<file path="src/rtl/linear_layer_srl_fifo_pkg.sv">
// Shared sizing helpers for the Linear_Layer SRL FIFO family.
package linear_layer_fifo_pkg;

    // Ceiling log2; clog2(1) is 0.
    function automatic int clog2(input int value);
        int result;
        int v;
        result = 0;
        v = value - 1;
        while (v > 0) begin
            result = result + 1;
            v = v >> 1;
        end
        return result;
    endfunction

    // Read-address width for a store of 'depth' entries, never narrower than one bit.
    function automatic int addr_width(input int depth);
        return (clog2(depth) < 1) ? 1 : clog2(depth);
    endfunction

    // Occupancy width: must hold DEPTH plus the output-register word.
    function automatic int cnt_width(input int depth);
        return clog2(depth + 2);
    endfunction

endpackage

</file>
<file path="src/rtl/linear_layer_srl_store.sv">
// Shift-register storage: new words enter at entry 0, the oldest word sits at
// the highest occupied index and is read through a combinational mux.
module linear_layer_srl_store
    import linear_layer_fifo_pkg::*;
#(
    parameter int DATA_WIDTH = 8,
    parameter int DEPTH      = 17,
    localparam int ADDR_WIDTH = addr_width(DEPTH)
) (
    input  logic                  clk,
    input  logic                  we,
    input  logic [ADDR_WIDTH-1:0] addr,
    input  logic [DATA_WIDTH-1:0] din,
    output logic [DATA_WIDTH-1:0] dout
);

    logic [DATA_WIDTH-1:0] entry_q [DEPTH];

    // Shift the whole chain by one on every write; contents are deliberately not reset.
    always_ff @(posedge clk) begin
        if (we) begin
            entry_q[0] <= din;
            for (int i = 1; i < DEPTH; i++) begin
                entry_q[i] <= entry_q[i-1];
            end
        end
    end

    assign dout = entry_q[addr];

endmodule

</file>
<file path="src/rtl/linear_layer_srl_fifo.sv">
// SRL FIFO between quantised linear-layer stages: occupancy counter, full /
// almost-full / empty handshake, live word count and optional output register.
module linear_layer_srl_fifo
    import linear_layer_fifo_pkg::*;
#(
    parameter int DATA_WIDTH = 8,
    parameter int DEPTH      = 17,
    parameter int AF_MARGIN  = 2,
    parameter int OUT_REG    = 0,
    localparam int ADDR_WIDTH = addr_width(DEPTH),
    localparam int CNT_WIDTH  = cnt_width(DEPTH)
) (
    input  logic                  clk,
    input  logic                  reset,
    input  logic                  if_write_ce,
    input  logic                  if_write,
    input  logic [DATA_WIDTH-1:0] if_din,
    output logic                  if_full_n,
    output logic                  if_almost_full_n,
    input  logic                  if_read_ce,
    input  logic                  if_read,
    output logic [DATA_WIDTH-1:0] if_dout,
    output logic                  if_empty_n,
    output logic [CNT_WIDTH-1:0]  if_num_data_valid
);

    localparam logic [CNT_WIDTH-1:0] FULL_LEVEL = CNT_WIDTH'(DEPTH);
    localparam logic [CNT_WIDTH-1:0] AF_LEVEL   = CNT_WIDTH'(DEPTH - AF_MARGIN);

    logic [CNT_WIDTH-1:0]  cnt_q, cnt_d;
    logic [ADDR_WIDTH-1:0] rdAddr;
    logic [DATA_WIDTH-1:0] srlDout;
    logic                  push, pop, drain, outValid;

    // Flags come straight from the registered count so no request input reaches them.
    assign if_full_n        = (cnt_q != FULL_LEVEL);
    assign if_almost_full_n = (cnt_q < AF_LEVEL);

    assign push   = if_write & if_write_ce & if_full_n;
    assign pop    = if_read & if_read_ce & if_empty_n;
    assign rdAddr = (cnt_q == '0) ? '0 : ADDR_WIDTH'(cnt_q - CNT_WIDTH'(1));

    linear_layer_srl_store #(
        .DATA_WIDTH(DATA_WIDTH),
        .DEPTH     (DEPTH)
    ) uStore (
        .clk (clk),
        .we  (push),
        .addr(rdAddr),
        .din (if_din),
        .dout(srlDout)
    );

    // Count moves only when exactly one of push / drain happens.
    always_comb begin
        cnt_d = cnt_q;
        if (push && !drain) begin
            cnt_d = cnt_q + CNT_WIDTH'(1);
        end else if (drain && !push) begin
            cnt_d = cnt_q - CNT_WIDTH'(1);
        end
    end

    // Occupancy register, cleared synchronously.
    always_ff @(posedge clk) begin
        if (reset) begin
            cnt_q <= '0;
        end else begin
            cnt_q <= cnt_d;
        end
    end

    if (OUT_REG != 0) begin : gOutReg
        logic                  outValid_q, outValid_d;
        logic [DATA_WIDTH-1:0] outData_q, outData_d;

        // Refill the output word whenever it is empty or being consumed this cycle.
        always_comb begin
            drain      = (cnt_q != '0) && (!outValid_q || pop);
            outValid_d = outValid_q;
            outData_d  = outData_q;
            if (drain) begin
                outValid_d = 1'b1;
                outData_d  = srlDout;
            end else if (pop) begin
                outValid_d = 1'b0;
            end
        end

        // Output register stage, cleared synchronously.
        always_ff @(posedge clk) begin
            if (reset) begin
                outValid_q <= 1'b0;
                outData_q  <= '0;
            end else begin
                outValid_q <= outValid_d;
                outData_q  <= outData_d;
            end
        end

        assign outValid   = outValid_q;
        assign if_empty_n = outValid_q;
        assign if_dout    = outData_q;
    end else begin : gDirect
        assign drain      = pop;
        assign outValid   = 1'b0;
        assign if_empty_n = (cnt_q != '0);
        assign if_dout    = srlDout;
    end

    assign if_num_data_valid = cnt_q + CNT_WIDTH'(outValid);

endmodule

</file>
<file path="config.mk">
export PLATFORM = sky130hd
export DESIGN_NAME = linear_layer_srl_fifo
export DESIGN_NICKNAME = d
export VERILOG_FILES = /design/src/rtl/linear_layer_srl_fifo_pkg.sv /design/src/rtl/linear_layer_srl_store.sv /design/src/rtl/linear_layer_srl_fifo.sv
export SDC_FILE = /design/constraint.sdc
export NUM_CORES = 1
export LEC_CHECK = 0
export CAP_MARGIN = 20
export CORE_MARGIN = 2
export CORE_UTILIZATION = 59
export CTS_CLUSTER_DIAMETER = 120
export CTS_CLUSTER_SIZE = 30
export DETAILED_ROUTE_END_ITERATION = 10
export PLACE_DENSITY = 0.78
export SLEW_MARGIN = 40
export SYNTH_ARGS = -nofsm -noshare
export SYNTH_HDL_FRONTEND = slang
export SYNTH_SLANG_ARGS = --single-unit
</file>
<file path="constraint.sdc">
create_clock -name clk -period 6.7 [get_ports clk]
set_input_delay 1.34 -clock clk [delete_from_list [all_inputs] [get_ports clk]]
set_output_delay 1.34 -clock clk [all_outputs]
set_load 0.05 [all_outputs]
</file>
==> results.sh, run 1 <==
export IMPL_status="finished, final reports clean"
export IMPL_wl_met1_um=5270
export IMPL_setup_viol=0
export IMPL_routed_top_layer="met4"
export IMPL_min_period_ns=5.41
export IMPL_drtIter0Drc=414
export IMPL_crit_path_end_kind="primary output"
export IMPL_yosys_most_used_dff="edfxtp_1"
export IMPL_clk_path_buf_depth=2
export IMPL_worst_slew_pin_slew_ns=0.783
export IMPL_post_cts_buffers=0
export IMPL_met2_length_um=5430
export IMPL_antenna_left=0
export IMPL_die_w_um=104
export IMPL_place_ws_ns=1.86
export IMPL_die_area_mm2=0.0108
export IMPL_yosysWarnings=0
export IMPL_relSlewSlack_pct=47.8
export IMPL_clkLatencyLatePin_ns=0.53
export IMPL_cts_inserted_buffers=17
export IMPL_whs_path_depth=0
export IMPL_worst_setup_path_type="flip-flop to primary output"
export IMPL_ys_seq_area_share_pct=70.8
export IMPL_start_util_pct=60.7
export IMPL_cts_resized=0
export IMPL_avgSynthCellArea_um2=14.6
export IMPL_grt_max_degree=97
export IMPL_antenna_cells=0
export IMPL_synth_distinct_cells=57
export IMPL_grt_use_total_pct=23.1
export IMPL_syn2layout_area_growth_pct=17.4
export IMPL_hold_ws_ns=0.441
export IMPL_synthArstFlopShare_pct=0
export IMPL_routed_via_density=6.20
export IMPL_setup_tns_ns=0
export IMPL_rsz0062_at_grt="no"
export IMPL_fmax_ghz=0.185
export IMPL_nets=457
export IMPL_drive_gt1_share_pct=11.5
export IMPL_multi_input_area_mm2=0.00159
export IMPL_critPathMaxFanout=15
export IMPL_top_level_ports=30
export IMPL_ys_ff_latch=141
export IMPL_drc=0
export IMPL_io_buffers=29
export IMPL_vias=3623
export IMPL_synth_top_area_share_pct=69.1
export IMPL_final_hold_violation_count=0
export IMPL_cts_hold_buffers_added=0
export IMPL_cts_num_sinks=141
export IMPL_maxSlewViolCount=0
export IMPL_place_congestion=0.849
export IMPL_overflow=0
export IMPL_grt_pass1_vias=3524
export IMPL_route_met3_wl_um=854
export IMPL_antenna_found_initial=0
export IMPL_syn_area_mm2=0.00591
export IMPL_core_area_mm2=0.00973
export IMPL_final_common_cell="edfxtp_1"
export IMPL_synthCells=406
export IMPL_post_place_cells=552
export IMPL_cp_start_kind="flip-flop"
export IMPL_hold_class="flip-flop to flip-flop"
export IMPL_synth_top_area_cell="edfxtp_1"
export IMPL_synth_nets=425
export IMPL_wl_per_cell_um=20.1
export IMPL_crit_required_ns=5.36
export IMPL_final_cells=584
export IMPL_rows=36
export IMPL_dp_hpwl_um=7030
export IMPL_skew_ns=0.00675
export IMPL_regArea_mm2=0.00419
export IMPL_timing_final_crit_share_pct=80.8
export IMPL_reg2reg_depth=5
export IMPL_htreeDepth=4
export IMPL_fin_ws_ns=1.29
export IMPL_synthTopCellsByArea="edfxtp_1 69%, mux2i_1 4.1%, nand2_1 2.5%"
export IMPL_synth_edf_count=136
export IMPL_cts_tree="built"
export IMPL_most_common_layout_cells="136 x edfxtp_1, 39 x nand2_1, 29 x clkdlybuf4s50_1"
export IMPL_fill_cells=642
export IMPL_wl_um=11700
export IMPL_grt_pass1_wl_um=18900
export IMPL_first_pass_iters=7
export IMPL_arrival_ns=4.07
export IMPL_maxCapViolCount=0
export IMPL_clkTransAtPathRegs_ns=0.06
export IMPL_cts_root_buf="clkbuf_8"
export IMPL_die_h_um=104
==> routing by layer <==
| layer | vias up | global-route usage (%) |
|---|---|---|
| met5 | - | 0 |
| met4 | 0 | 7.53 |
| met2 | 153 | 33.8 |
| met3 | 19 | 7.58 |
| met1 | 1794 | 33.0 |
| li1 | 1657 | - |
==> final timing paths <==
check | start | to | slack [ns]
setup / recovery | cnt_q[0] | if_dout[1] | 1.29
hold / removal | uStore.entry_q[2][4] | uStore.entry_q[3][4] | 0.44
setup reg to reg | cnt_q[0] | uStore.entry_q[16][7] | 3.88
hold reg to reg | uStore.entry_q[2][4] | uStore.entry_q[3][4] | 0.44
==> critical path, cell delays in order (launching register included) <==
cell,delay (ns)
dfxtp_2,0.32
clkinv_1,0.06
buf_4,0.16
ha_1,0.40
nor3b_1,0.35
mux2_2,0.51
nor3_2,0.53
o2111ai_1,0.20
o211ai_1,0.15
clkdlybuf4s50_1,0.86
==> registers in the layout, summed over array words and instances, names as in the netlist <==
register	count
cnt_q	5
uStore.entry_q	136
==> cell type report <==
cell class                      instances  share of cell area, %
Clock inverter                          8                   2.04
Timing Repair Buffer                   38                   5.25
Tap cell                              133                   2.40
Inverter                               11                  0.595
Clock buffer                           24                   6.49
Multi-Input combinational cell        229                   22.9
Sequential cell                       141                   60.3
==> cell usage after synthesis (4+ instances only) <==
cell type	count
nor4_1	4
edfxtp_1	136
clkbuf_1	14
o211ai_1	8
mux2i_1	24
ha_1	5
o2bb2ai_1	6
a211oi_1	4
nand2_1	39
nand3_1	21
a31oi_1	7
o21ai_0	4
o221a_2	4
a22oi_1	5
nand4_1	6
nor2b_1	5
a221oi_1	8
inv_1	9
o22ai_1	4
a21oi_1	9
nor2_1	21
mux2_2	6
buf_2	7
dfxtp_1	5
==> kinds of logic after synthesis <==
group | after synthesis | share of synthesized area, %
compound gates | 77 | 9.78
xor+xnor | 6 | 1.14
fa+ha+maj | 5 | 1.06
buf+inv | 36 | 2.63
flops | 141 | 70.8
mux | 32 | 5.78
simple gates | 109 | 8.81
==> per-stage QoR <==
step	util (%)	cell area, um^2
floorplan	-	5910
global placement	65.1	6340
detailed placement	65.2	6340
CTS	71.3	6930
global route	71.3	6940
finish	71.3	6940
Power of run 1 is not shown: default switching activity piles up to over one toggle a cycle in this logic, so the estimate is an artifact.
==> run 2, diff against run 1 <==
--- a/config.mk
+++ b/config.mk
@@ -7,11 +7,11 @@
 export LEC_CHECK = 0
 export CAP_MARGIN = 20
 export CORE_MARGIN = 2
-export CORE_UTILIZATION = 59
+export CORE_UTILIZATION = 54
 export CTS_CLUSTER_DIAMETER = 120
 export CTS_CLUSTER_SIZE = 30
 export DETAILED_ROUTE_END_ITERATION = 10
-export PLACE_DENSITY = 0.78
+export PLACE_DENSITY = 0.76
 export SLEW_MARGIN = 40
 export SYNTH_ARGS = -nofsm -noshare
 export SYNTH_HDL_FRONTEND = slang
==> constraint.sdc (replaced) <==
create_clock -name clk -period 4.78 [get_ports clk]
set_input_delay 0.956 -clock clk [delete_from_list [all_inputs] [get_ports clk]]
set_output_delay 0.956 -clock clk [all_outputs]
set_load 0.05 [all_outputs]
==> run 2 against run 1 <==
Hold slack improved by 0.0051 ns. Critical path depth fell by 1. Sequential cell count did not move. Critical path type unchanged.
==> results.sh, run 2 (same netlist as run 1, synthesis figures left out) <==
export IMPL_status="finished, final reports clean"
export IMPL_fill_cells=774
export IMPL_wl_um=11800
export IMPL_skew_ns=0.00862
export IMPL_io_buffers=29
export IMPL_reg2reg_depth=8
export IMPL_final_common_cell="edfxtp_1"
export IMPL_drc=0
export IMPL_die_w_um=109
export IMPL_crit_path_top_delay_cell="ha_1"
export IMPL_cts_hold_buffers_added=0
export IMPL_dp_hpwl_um=6870
export IMPL_grt_pass1_vias=3463
export IMPL_maxSlewViolCount=0
export IMPL_cts_num_sinks=141
export IMPL_regArea_mm2=0.00419
export IMPL_worst_setup_path_type="flip-flop to primary output"
export IMPL_min_period_ns=4.35
export IMPL_antenna_cells=0
export IMPL_cp_start_kind="flip-flop"
export IMPL_overflow=0
export IMPL_multi_input_area_mm2=0.00159
export IMPL_top_register="uStore.entry_q"
export IMPL_drive_gt1_share_pct=15.1
export IMPL_worst_slew_pin_slew_ns=0.757
export IMPL_die_h_um=109
export IMPL_wl_per_cell_um=19.9
export IMPL_syn2layout_area_growth_pct=19.8
export IMPL_crit_path_end_kind="primary output"
export IMPL_crit_required_ns=3.82
export IMPL_die_area_mm2=0.0118
export IMPL_rows=38
export IMPL_whs_path_depth=0
export IMPL_maxCapViolCount=0
export IMPL_clk_path_buf_depth=2
export IMPL_top_level_ports=30
export IMPL_grt_max_degree=137
export IMPL_htreeDepth=4
export IMPL_cts_root_buf="clkbuf_8"
export IMPL_fmax_ghz=0.230
export IMPL_cts_tree="built"
export IMPL_routed_via_density=6.08
export IMPL_crit_chain="clkinv_1, ha_1, inv_1, nor3_1, o221a_2, nor4_1, o22ai_1, buf_12"
export IMPL_drtIter0Drc=389
export IMPL_cts_resized=0
export IMPL_antenna_found_initial=0
export IMPL_antenna_left=0
export IMPL_largest_register_ffs=136
export IMPL_grt_use_total_pct=21.6
export IMPL_slowest_delay_ns=0.67
export IMPL_setup_tns_ns=0
export IMPL_first_pass_iters=8
export IMPL_most_common_layout_cells="136 x edfxtp_1, 39 x nand2_1, 24 x mux2i_1"
export IMPL_relSlewSlack_pct=49.5
export IMPL_grt_pass1_wl_um=18500
export IMPL_nets=457
export IMPL_clkTransAtPathRegs_ns=0.06
export IMPL_place_congestion=0.838
export IMPL_arrival_ns=3.39
export IMPL_post_cts_buffers=0
export IMPL_largest_registers="uStore.entry_q (136), cnt_q (5)"
export IMPL_timing_final_crit_share_pct=90.9
export IMPL_final_hold_violation_count=0
export IMPL_hold_class="flip-flop to flip-flop"
export IMPL_cts_inserted_buffers=17
export IMPL_clkLatencyLatePin_ns=0.54
export IMPL_core_area_mm2=0.0107
export IMPL_start_util_pct=55.0
export IMPL_rsz0062_at_grt="no"
export IMPL_vias=3596
export IMPL_critPathMaxFanout=13
export IMPL_setup_viol=0
## run 2: worst max-delay path, delay by kind of cell, from the launching register on
kind                       cells  cell delay (ns)
AOI/OAI and AO/OA              2             0.60
adders and majority gates      1             0.67
buffers and inverters          3             0.70
DFF                            1             0.32
and+or+nand+nor                2             0.54
## run 2: final cells by class
type | count | area share (%)
clock buffer | 17 | 5.85
clock inverter | 15 | 3.45
inverter | 11 | 0.583
multi-input combinational | 229 | 22.4
sequential | 141 | 59.1
tap | 140 | 2.47
timing repair buffer | 38 | 6.15
## run 2: final timing paths
path / to / from / slack, ns
hold / removal: uStore.entry_q[14][5] / uStore.entry_q[13][5] / 0.45
setup / recovery: if_dout[5] / cnt_q[0] / 0.43
setup reg to reg: cnt_q[2] / cnt_q[0] / 2.16
hold reg to reg: uStore.entry_q[14][5] / uStore.entry_q[13][5] / 0.45
## run 2: metrics by stage
stage	instance area [um^2]	cells	util (%)	hold slack [ns]	setup slack [ns]
2_1_floorplan	5910	406	-	0.418	0.366
4_1_cts	7080	591	65.9	0.441	0.420
6_report	7080	591	65.9	0.446	0.434
3_3_place_gp	6420	559	59.8	0.425	1.11
5_1_grt	7080	591	65.9	0.448	0.202
3_5_place_dp	6420	559	59.8	0.429	1.01
## run 2: routing by layer
layer	share of wire, %	GRT usage (%)
met1	45	29.9
met2	47	31.7
met3	6.1	6.52
met4	2.1	9.71
met5	0	0
Power of run 2 is left out for the same reason.
==> run 3, diff against run 2 <==
--- a/config.mk
+++ b/config.mk
@@ -6,12 +6,13 @@
 export NUM_CORES = 1
 export LEC_CHECK = 0
 export CAP_MARGIN = 20
-export CORE_MARGIN = 2
+export CORE_MARGIN = 4
 export CORE_UTILIZATION = 54
 export CTS_CLUSTER_DIAMETER = 120
 export CTS_CLUSTER_SIZE = 30
 export DETAILED_ROUTE_END_ITERATION = 10
-export PLACE_DENSITY = 0.76
+export PLACE_DENSITY = 0.77
+export SETUP_SLACK_MARGIN = 0.3
 export SLEW_MARGIN = 40
 export SYNTH_ARGS = -nofsm -noshare
 export SYNTH_HDL_FRONTEND = slang
==> run 3 against run 2 <==
Non-clock buffer count did not move. First-iteration DRC count fell by 2.3%. Sequential share of layout area rose by 0.92 points. Final cell count fell by 0.68%. Critical path depth did not move. Hold slack improved by 0.00054 ns. Via count fell by 1.2%.
==> results.sh, run 3 (same netlist as run 1, synthesis figures left out) <==
export IMPL_htreeDepth=4
export IMPL_wl_per_cell_um=19.3
export IMPL_maxSlewViolCount=0
export IMPL_path_buf_inv=2
export IMPL_cts_root_buf="clkbuf_8"
export IMPL_clk_path_buf_depth=2
export IMPL_setup_viol=0
export IMPL_reg2reg_depth=12
export IMPL_setup_tns_ns=0
export IMPL_timing_final_crit_share_pct=90.3
export IMPL_largest_register_ffs=136
export IMPL_start_util_pct=56.2
export IMPL_clkLatencyLatePin_ns=0.52
export IMPL_cts_inserted_buffers=17
export IMPL_crit_path_end_kind="primary output"
export IMPL_antenna_cells=0
export IMPL_fin_area_mm2=0.00697
export IMPL_crit_path_top_delay_cell="mux2_2"
export IMPL_critPathMaxFanout=15
export IMPL_top_register="uStore.entry_q"
export IMPL_cts_tree="built"
export IMPL_wl_um=11300
export IMPL_die_area_mm2=0.0127
export IMPL_most_common_layout_cells="136 x edfxtp_1, 38 x nand2_1, 24 x mux2i_1"
export IMPL_final_cells=587
export IMPL_relSlewSlack_pct=48.8
export IMPL_routed_via_density=6.05
export IMPL_maxCapViolCount=0
export IMPL_rsz0062_at_grt="yes"
export IMPL_dp_hpwl_um=6970
export IMPL_grt_pass1_wl_um=18300
export IMPL_grt_use_total_pct=18.8
export IMPL_grt_max_degree=137
export IMPL_worst_slew_pin_slew_ns=0.769
export IMPL_cp_num_cells=8
export IMPL_min_period_ns=4.31
export IMPL_status="finished, final reports clean"
export IMPL_die_w_um=113
export IMPL_crit_required_ns=3.82
export IMPL_overflow=0
export IMPL_drive_gt1_share_pct=15.3
export IMPL_crit_chain="inv_1, ha_2, nor3b_1, mux2_2, nor3_4, o2111ai_1, o211ai_1, buf_12"
export IMPL_antenna_found_initial=0
export IMPL_post_place_cells=553
export IMPL_final_common_cell="edfxtp_1"
export IMPL_largest_registers="uStore.entry_q (136), cnt_q (5)"
export IMPL_core_area_mm2=0.0105
export IMPL_cp_start_kind="flip-flop"
export IMPL_crit_family="simple AND/OR/NAND/NOR gates"
export IMPL_slowest_delay_ns=0.56
export IMPL_grt_pass1_vias=3446
export IMPL_fmax_ghz=0.232
export IMPL_clkTransAtPathRegs_ns=0.06
export IMPL_top_level_ports=30
export IMPL_place_congestion=0.841
export IMPL_whs_path_depth=0
export IMPL_arrival_ns=3.36
export IMPL_cts_num_sinks=141
export IMPL_syn2layout_area_growth_pct=18.0
export IMPL_antenna_left=0
export IMPL_nets=457
export IMPL_drtIter0Drc=380
export IMPL_vias=3553
export IMPL_worst_setup_path_type="flip-flop to primary output"
export IMPL_hold_class="flip-flop to flip-flop"
export IMPL_final_hold_violation_count=0
export IMPL_io_buffers=29
export IMPL_drc=0
export IMPL_first_pass_iters=5
export IMPL_die_h_um=113
export IMPL_dpl_instance_area_mm2=0.00641
export IMPL_skew_ns=0.00654
export IMPL_rows=37
==> run 3: cell type report <==
cell class                 count  area (um^2)
tap                          136          170
fill                         746         3540
timing repair buffer          38          435
inverter                      11         43.8
multi-input combinational    229         1620
clock inverter                14          104
clock buffer                  18          418
sequential                   141         4190
==> run 3: through the flow <==
step / setup slack (ns) / hold slack [ns] / util [%]
2_1_floorplan: 0.366 / 0.418 / -
3_3_place_gp: 0.729 / 0.424 / 60.9
3_5_place_dp: 0.767 / 0.432 / 61.0
4_1_cts: 0.301 / 0.446 / 66.2
5_1_grt: 0.250 / 0.457 / 66.4
6_report: 0.466 / 0.447 / 66.4
==> run 3: path summary, 6_finish.rpt <==
check	from	slack, ns	to
max reg2reg	cnt_q[1]	2.14	cnt_q[3]
min	uStore.entry_q[7][6]	0.45	uStore.entry_q[8][6]
min reg2reg	uStore.entry_q[7][6]	0.45	uStore.entry_q[8][6]
max	cnt_q[1]	0.47	if_dout[1]
==> run 3: what timing repair did <==
action,in CTS,in global routing
hold buffers,0,0
pin swaps,0,1
setup endpoints to repair,7,8
resized for setup,2,6
buffers inserted,2,0
==> run 3: worst reg2reg max path, cell delays in order (launching register included) <==
cell and delay, ns:
dfxtp_1 0.37, inv_1 0.15, ha_2 0.22, nor4b_4 0.36, buf_4 0.24, inv_4 0.12
nand3_1 0.18, ha_1 0.30, nand4_1 0.13, o21a_1 0.15, nor2_1 0.11, xnor2_1 0.14
nor2_1 0.05
==> run 3: routing by layer <==
layer	track usage (%)	wire [um]	share of wire [%]	vias to the layer above
li1	-	-	-	1654
met1	25.8	4960	44	1743
met2	28.8	5380	47	139
met3	5.93	857	7.6	17
met4	6.25	149	1.3	0
met5	0	0	0	-
Power of run 3 is left out for the same reason.
